[src/rtl/ippcrc_crc32_chk32.sv]
// ---------------------------------------------------------------------------
// ippcrc_crc32_chk32
// Receive-side CRC-32 checker for 32-bit word streams. It accumulates
// CRC-32 (poly 0x04C11DB7, each word bit-reversed on entry) over the payload
// words of a frame. It then compares the result with the FCS carried in the
// frame's last word. The stream is forwarded through one register stage. A
// verdict is reported per frame, and framing errors are flagged.
//
// Optional feature macro: IPPCRC_CHK32_STAT_EN (adds good/bad verdict counters)
//
// Ports:
//   clk        system clock, rising edge
//   rst_n      asynchronous active-low reset
//   i_vld      input word valid
//   i_sop      first word of frame (qualified by i_vld)
//   i_eop      last word of frame, carries the FCS (qualified by i_vld)
//   i_dat      input word
//   o_vld      registered i_vld, only for words accepted into a frame
//   o_sop      registered i_sop
//   o_eop      registered i_eop
//   o_dat      registered i_dat
//   chk_vld    one-cycle pulse, frame verdict valid
//   chk_ok     frame passed (valid with chk_vld)
//   chk_err    {abort, len_err, crc_err} (valid with chk_vld)
//   orph       one-cycle pulse, a word outside any frame was dropped
//   pld_cnt    payload word count of the reported frame (saturates at 255)
//   stat_clr   (STAT_EN only) synchronous clear of the verdict counters
//   stat_good  (STAT_EN only) saturating count of passing verdicts
//   stat_bad   (STAT_EN only) saturating count of failing verdicts
// ---------------------------------------------------------------------------
module ippcrc_crc32_chk32 #(
    parameter int          MIN_PLD  = 1,
    parameter logic [31:0] CRC_INIT = 32'hFFFFFFFF
) (
    input  logic        clk,
    input  logic        rst_n,
    input  logic        i_vld,
    input  logic        i_sop,
    input  logic        i_eop,
    input  logic [31:0] i_dat,
    output logic        o_vld,
    output logic        o_sop,
    output logic        o_eop,
    output logic [31:0] o_dat,
    output logic        chk_vld,
    output logic        chk_ok,
    output logic [2:0]  chk_err,
    output logic        orph,
`ifdef IPPCRC_CHK32_STAT_EN
    input  logic        stat_clr,
    output logic [15:0] stat_good,
    output logic [15:0] stat_bad,
`endif
    output logic [7:0]  pld_cnt
);

    localparam logic [31:0] POLY = 32'h04C11DB7;

    typedef enum logic {IDLE, BODY} state_t;

    function automatic logic [31:0] bitrev32(input logic [31:0] d);
        logic [31:0] r;
        for (int i = 0; i < 32; i++) r[i] = d[31-i];
        return r;
    endfunction

    // 32-bit parallel CRC step. The whole word is folded in first. Then 32
    // zero-input shifts are applied. Because the CRC is linear, this equals
    // the bit-serial feed of the word.
    function automatic logic [31:0] crc_step(input logic [31:0] crc, input logic [31:0] dat);
        logic [31:0] x;
        x = crc ^ bitrev32(dat);
        for (int i = 0; i < 32; i++) x = x[31] ? ((x << 1) ^ POLY) : (x << 1);
        return x;
    endfunction

    state_t      state_q, state_d;
    logic [31:0] crc_q, crc_d;
    logic [7:0]  cnt_q, cnt_d;

    logic        acc;
    logic        vrd;
    logic        v_abort;
    logic        v_crcerr;
    logic        v_lenerr;
    logic        v_ok;
    logic [7:0]  v_cnt;
    logic        orph_d;
    logic [31:0] fcs_exp;
    logic [7:0]  cnt_inc;

    always_ff @(posedge clk or negedge rst_n) begin
        if (!rst_n) begin
            state_q <= IDLE;
            crc_q   <= CRC_INIT;
            cnt_q   <= 8'd0;
        end else begin
            state_q <= state_d;
            crc_q   <= crc_d;
            cnt_q   <= cnt_d;
        end
    end

    assign fcs_exp = ~bitrev32((state_q == BODY) ? crc_q : CRC_INIT);
    assign cnt_inc = (cnt_q == 8'hFF) ? cnt_q : cnt_q + 8'd1;

    // A sop seen inside BODY aborts the running frame. The same word then
    // opens a new frame. If that word is also eop, the one-word frame only
    // reports the abort, because a cycle can carry only one verdict.
    always_comb begin
        state_d  = state_q;
        crc_d    = crc_q;
        cnt_d    = cnt_q;
        acc      = 1'b0;
        vrd      = 1'b0;
        v_abort  = 1'b0;
        v_crcerr = 1'b0;
        v_cnt    = cnt_q;
        orph_d   = 1'b0;
        if (i_vld) begin
            if (i_sop) begin
                acc = 1'b1;
                if (state_q == BODY) begin
                    vrd     = 1'b1;
                    v_abort = 1'b1;
                    v_cnt   = cnt_q;
                end else if (i_eop) begin
                    vrd      = 1'b1;
                    v_crcerr = (i_dat != fcs_exp);
                    v_cnt    = 8'd0;
                end
                if (i_eop) begin
                    state_d = IDLE;
                    crc_d   = CRC_INIT;
                    cnt_d   = 8'd0;
                end else begin
                    state_d = BODY;
                    crc_d   = crc_step(CRC_INIT, i_dat);
                    cnt_d   = 8'd1;
                end
            end else if (state_q == BODY) begin
                acc = 1'b1;
                if (i_eop) begin
                    vrd      = 1'b1;
                    v_crcerr = (i_dat != fcs_exp);
                    v_cnt    = cnt_q;
                    state_d  = IDLE;
                    crc_d    = CRC_INIT;
                    cnt_d    = 8'd0;
                end else begin
                    crc_d = crc_step(crc_q, i_dat);
                    cnt_d = cnt_inc;
                end
            end else begin
                orph_d = 1'b1;
            end
        end
    end

    // An aborted frame is reported only as an abort. It carries no length
    // or CRC error.
    always_comb begin
        v_lenerr = 1'b0;
        if (!v_abort) v_lenerr = (int'({24'd0, v_cnt}) < MIN_PLD);
        v_ok = vrd && !v_abort && !v_crcerr && !v_lenerr;
    end

    always_ff @(posedge clk or negedge rst_n) begin
        if (!rst_n) begin
            o_vld   <= 1'b0;
            o_sop   <= 1'b0;
            o_eop   <= 1'b0;
            o_dat   <= 32'd0;
            chk_vld <= 1'b0;
            chk_ok  <= 1'b0;
            chk_err <= 3'b000;
            orph    <= 1'b0;
            pld_cnt <= 8'd0;
        end else begin
            o_vld   <= acc;
            o_sop   <= acc & i_sop;
            o_eop   <= acc & i_eop;
            o_dat   <= i_dat;
            chk_vld <= vrd;
            chk_ok  <= v_ok;
            chk_err <= vrd ? {v_abort, v_lenerr, v_crcerr} : 3'b000;
            orph    <= orph_d;
            if (vrd) pld_cnt <= v_cnt;
        end
    end

`ifdef IPPCRC_CHK32_STAT_EN
    // The clear takes priority over a verdict that arrives in the same cycle.
    always_ff @(posedge clk or negedge rst_n) begin
        if (!rst_n) begin
            stat_good <= 16'd0;
            stat_bad  <= 16'd0;
        end else if (stat_clr) begin
            stat_good <= 16'd0;
            stat_bad  <= 16'd0;
        end else if (vrd) begin
            if (v_ok) begin
                if (stat_good != 16'hFFFF) stat_good <= stat_good + 16'd1;
            end else begin
                if (stat_bad != 16'hFFFF) stat_bad <= stat_bad + 16'd1;
            end
        end
    end
`endif

endmodule

[config.mk]
export PLATFORM = sky130hd
export DESIGN_NAME = ippcrc_crc32_chk32
export DESIGN_NICKNAME = d
export VERILOG_FILES = /design/src/rtl/ippcrc_crc32_chk32.sv
export SDC_FILE = /design/constraint.sdc
export NUM_CORES = 1
export LEC_CHECK = 0
export CORE_MARGIN = 2
export CORE_UTILIZATION = 50
export CTS_BUF_LIST = sky130_fd_sc_hd__clkbuf_8
export DETAILED_ROUTE_END_ITERATION = 8
export PLACE_DENSITY_LB_ADDON = 0.3
export SLEW_MARGIN = 20
export SYNTH_ARGS = -nofsm -noshare
export SYNTH_HDL_FRONTEND = slang
export SYNTH_SLANG_ARGS = --single-unit
export TNS_END_PERCENT = 5
[constraint.sdc]
create_clock -name clk -period 4.6 [get_ports clk]
set_clock_uncertainty 0.2 [all_clocks]
set_input_delay 0.69 -clock clk [delete_from_list [all_inputs] [get_ports clk]]
set_output_delay 0.69 -clock clk [all_outputs]
set_load 0.02 [all_outputs]
# == After elaboration in Yosys (flattened, before gate mapping) ==
# Index checks and enable logic that the tools add are counted.
# word_totals
reg_bits,90
inputBits,37
elab_cells,196
# classes
n_addsub,1
magnitude_cmp,1
eq_ne,3
muxes,101
n_bitwise,69
reduce_logical,9
# ops
op,count
27-bit 2-to-1 mux,64
14-bit inverter,64
32-bit 2-to-1 mux,5
8-bit 2-to-1 mux,8
32-bit inverter,2
32-bit inequality test,1
32-bit XOR,1
1-bit 2-to-1 mux,23
"8-bit by 1-bit adder with 8-bit output, second input constant",1
"8-bit equality test, second input constant",1
"8-bit by 1-bit < comparator with 1-bit output, second input constant",1
1-bit logical AND,3
1-bit zero test,3
3-bit 2-to-1 mux,1
"3-bit inequality test, second input constant",1
3-bit AND reduction,1
1-bit AND,2
2-bit AND reduction,1
2-bit nonzero test,1

# == Longest topological paths before layout ==
# logic_depth
word_depth,68
depth_mapped,11
mapped_depth_nobuf,9

# == Worst setup path before layout ==
# No wires, ideal clock.
# synth_timing
kind,input-to-reg
start,input i_dat[4]
end,register crc_q[23]
t_arrival_ns,3.860
t_required_ns,4.340
slack_ns,0.480
cell_stages,10
cell_sequence,buf_4 > xor2_1 > xnor3_1 > xor2_1 > xnor3_1 > xnor2_2 > xnor2_2 > xnor3_1 > a221oi_2 > a21o_1
# synth_between
elab_chain_len,37
# synth_lines
element,line_no,rtl
from (decl),40,"input logic [31:0] i_dat,"
32-bit XOR,72,x = crc ^ bitrev32(dat);
27-bit 2-to-1 mux (3 in a row),73,for (int i = 0; i < 32; i++) x = x[31] ? ((x << 1) ^ POLY) : (x << 1);
14-bit inverter (no line),n/a,
27-bit 2-to-1 mux,73,
14-bit inverter (no line),n/a,
27-bit 2-to-1 mux (2 in a row),73,
14-bit inverter (no line),n/a,
27-bit 2-to-1 mux,73,
(+13 left out),n/a,
27-bit 2-to-1 mux (6 in a row),73,
14-bit inverter (no line),n/a,
27-bit 2-to-1 mux,73,
14-bit inverter (no line),n/a,
27-bit 2-to-1 mux,73,
32-bit 2-to-1 mux,143,if (i_eop) begin
32-bit 2-to-1 mux,141,end else if (state_q == BODY) begin
32-bit 2-to-1 mux (*),121,if (i_sop) begin
to (signal assigned),99,crc_q <= crc_d;
to (decl),78,"logic [31:0] crc_q, crc_d;"
# Mark *: on every way between the ends. The rest lies on a longest branch, timed or not. The select of a mux whose other input is x is not followed.
# A chain may end at the register's enable or synchronous reset.

# == Worst setup path in the final report ==
# layout_timing
start,input i_dat[3]
end,register crc_q[9]
# layout_between
elab_chain_len,37
# layout_lines
element,line_no
32-bit XOR,72
27-bit 2-to-1 mux,73
27-bit 2-to-1 mux or 14-bit inverter (tied branches) (2 in a row),n/a
27-bit 2-to-1 mux,73
14-bit inverter (no line) or 27-bit 2-to-1 mux (tied branches),n/a
27-bit 2-to-1 mux,73
27-bit 2-to-1 mux or 14-bit inverter (tied branches) (2 in a row),n/a
27-bit 2-to-1 mux,73
(+17 left out),n/a
27-bit 2-to-1 mux (2 in a row),73
14-bit inverter (no line) or 27-bit 2-to-1 mux (tied branches),n/a
27-bit 2-to-1 mux or 14-bit inverter (tied branches),n/a
14-bit inverter (no line) or 27-bit 2-to-1 mux (tied branches),n/a
27-bit 2-to-1 mux (2 in a row),73
32-bit 2-to-1 mux,143
32-bit 2-to-1 mux,141
32-bit 2-to-1 mux (*),121
# Marks and branches as above.

==> run summary <==
Via count -> 6,829
Final Critical Period -> 4460 ps
Placer Congestion -> 0.953
Max-slew headroom -> 0.473
Post-route setup TNS -> 0 ps
# IOs -> 86
Reg area -> 2290 um2
# hold bufs at CTS -> 0
Vias in the first global route -> 7,082
CTS tree -> built
Post-route setup slack -> 143 ps
Post-DRT Antenna Nets -> 0
WP data arrival -> 4530 ps
Post-synth ARST share -> 1.00
Crit path max fanout -> 3
Syn Inst Count -> 798
CP Launch Type -> input pin
Routed length per instance -> 22.9 um
Final #Nets -> 1,045
Hold Vio Cnt, Final -> 0
Flops & latches, synth -> 90
Critical Path Max Stage Delay -> 570 ps
Die width -> 142 um
H-tree levels -> 3
Avg Inst Size Synth -> 12.0 um2
Slowest stage cell on the critical path -> clkdlybuf4s50_1
Placed inst area -> 11,700 um2
GRT Util Overall -> 0.294
Gr ovfl total -> 0
Dominant synthesized flop cell -> dfrtp_1
DR pass1 iterations -> 5
Run status -> finished clean
Post-synthesis sequential area ratio -> 0.239
Mapped Nets -> 836
First-pass GRT wire length -> 43.2 mm
Combined area of the multi-input logic cells -> 7110 um2
Synth warn -> 0
Worst-Skew Late Latency -> 380 ps
DR DRC count -> 0
DRT met1 WL -> 12.1 mm
Area growth syn-to-layout -> 24.1%
Commonest non-fill, non-tap cell in the layout -> xnor2_1
Layout cells sized above 1 -> 0.236
Worst-path clk slew -> 100 ps
Commonest non-fill, non-tap cells in the layout -> 256 x xnor2_1, 147 x buf_4, 92 x xnor3_1
Met3 wire len -> 2.10 mm
Peak Freq -> 224 MHz
Starting Density -> 0.510
Rows -> 50
Met2 wire length -> 13.4 mm
CP endpoint kind -> register
Top cell by count, worst path -> xor2_1
CTS Buffer Depth -> 2
Highest metal used -> met4
Via/cell ratio -> 5.48
Max-slew violations -> 0
Root Buffer Master -> clkbuf_8
Area of the die -> 20,300 um2
Num CTS Buffers -> 9
ANT cells -> 0
Total Wirelength -> 28.5 mm
Synth cell types -> 50
I/O Buffers -> 85
CORE AREA -> 18,800 um2
RSZ-0062 raised after global routing -> false
Worst path cell trace -> clkdlybuf4s50_1 -> xor2_1 -> xnor3_1 -> xor3_1 -> xor2_1 -> xnor3_1 -> xor2_1 -> xor2_1 -> and3_1 -> o41ai_1
Die height -> 142 um
Detail Placement HPWL -> 23.7 mm
Finished Core Util -> 0.633
Crit Path Category -> input pin to register
Place WS -> -350 ps
Sink Count -> 90
Largest net degree at the start of global routing -> 52
Final period util -> 0.969
EDFF count, synth -> 0
Mapped Area -> 9580 um2
Final instance area -> 11,900 um2
Max Cap Violations -> 0
DRT iter0 DRCs -> 662
Hold Crit Class -> input pin to asynchronous set/reset pin
CP required -> 4670 ps
Layout fillers -> 1,484
Initial antenna violation count -> 0
Worst Tran Pin Value -> 785 ps
Setup violators final -> 0
[through the flow]
step	instances	hold slack, ps
after floorplan	798	194
after global placement	1230	262
after detailed placement	1230	267
after CTS	1246	117
after global routing	1246	160
final	1246	114
[cells in the mapped netlist (all sizes together) (2+ instances only)]
library cell / n / area, um2
o21ai: 20 / 100
a21oi: 20 / 100
nor3: 7 / 35.0
mux2i: 3 / 30.0
xnor3: 96 / 2170
xor3: 15 / 359
and3: 6 / 37.5
xor2: 84 / 811
dfrtp: 58 / 1450
mux2: 2 / 22.5
nor4: 12 / 75.1
buf: 19 / 120
a22o: 10 / 87.6
a221oi: 3 / 32.5
inv: 4 / 15.0
nand2: 33 / 124
nor2: 32 / 120
nand4: 6 / 37.5
nor3b: 2 / 15.0
nand2b: 2 / 12.5
clkbuf: 15 / 56.3
or3: 2 / 12.5
xnor2: 280 / 2680
o22ai: 13 / 81.3
dfstp: 32 / 841
nand3: 4 / 20.0
a31oi: 6 / 37.5
[logic make-up (layout without fill, tap and decap cells)]
group | Yosys count | count (layout) | synth area share
adder cells (fa/ha/maj) | 1 | 1 | 0.00131
AND/OR/NAND/NOR | 110 | 110 | 0.0539
multiplexers | 5 | 5 | 0.00549
AO/OA/AOI/OAI | 79 | 79 | 0.0521
flip-flops | 90 | 90 | 0.239
XOR/XNOR | 475 | 475 | 0.628
buffers and inverters | 38 | 252 | 0.0200
[flip-flops by register name, indices dropped and copies added, names as in the netlist, 3 cells and up]
| register | count |
|---|---|
| cnt_q | 8 |
| pld_cnt | 8 |
| o_dat | 32 |
| chk_err | 3 |
| crc_q | 32 |
[worst paths after layout]
check,from,endpoint,slack (ps),depth (start not counted)
worst max-delay path,i_dat[3],crc_q[9]$_DFFE_PN1P_,140,10
worst min-delay path,rst_n,o_dat[5]$_DFF_PN0_,110,1
worst max register to register,crc_q[28]$_DFFE_PN1P_,crc_q[9]$_DFFE_PN1P_,440,9
worst min register to register,crc_q[11]$_DFFE_PN1P_,crc_q[11]$_DFFE_PN1P_,280,2
max in group asynchronous,rst_n,crc_q[14]$_DFFE_PN1P_,3100,2
min in group clk,crc_q[11]$_DFFE_PN1P_,crc_q[11]$_DFFE_PN1P_,280,2
[area by class of cell]
type,count,share of cell area
inverters,4,0.00126
clock buffers,9,0.0104
clock inverters,7,0.00779
well taps,234,0.0246
flip-flops and latches,90,0.193
multi-input cells,670,0.598
repair buffers,232,0.165
[routing by layer]
layer | track usage | up-vias
met5 | 0 | -
met4 | 0.0928 | 0
met3 | 0.0582 | 54
met2 | 0.476 | 291
met1 | 0.401 | 3382
li1 | - | 3102
[worst max-delay path: cells and delay by family]
kind,cells,cell delay [ps]
XOR/XNOR,7,2690
buffers and inverters,1,570
AO/OA/AOI/OAI,1,350
AND/OR/NAND/NOR,1,210
[timing repair]
item | CTS | global route
setup buffers | 0 | 0
endpoints found under the setup margin | 0 | 4
resized for setup | 0 | 1
hold endpoints to repair | 0 | 0
Power is not shown: default switching activity piles up to over one toggle a cycle in this logic, so the estimate is an artifact.
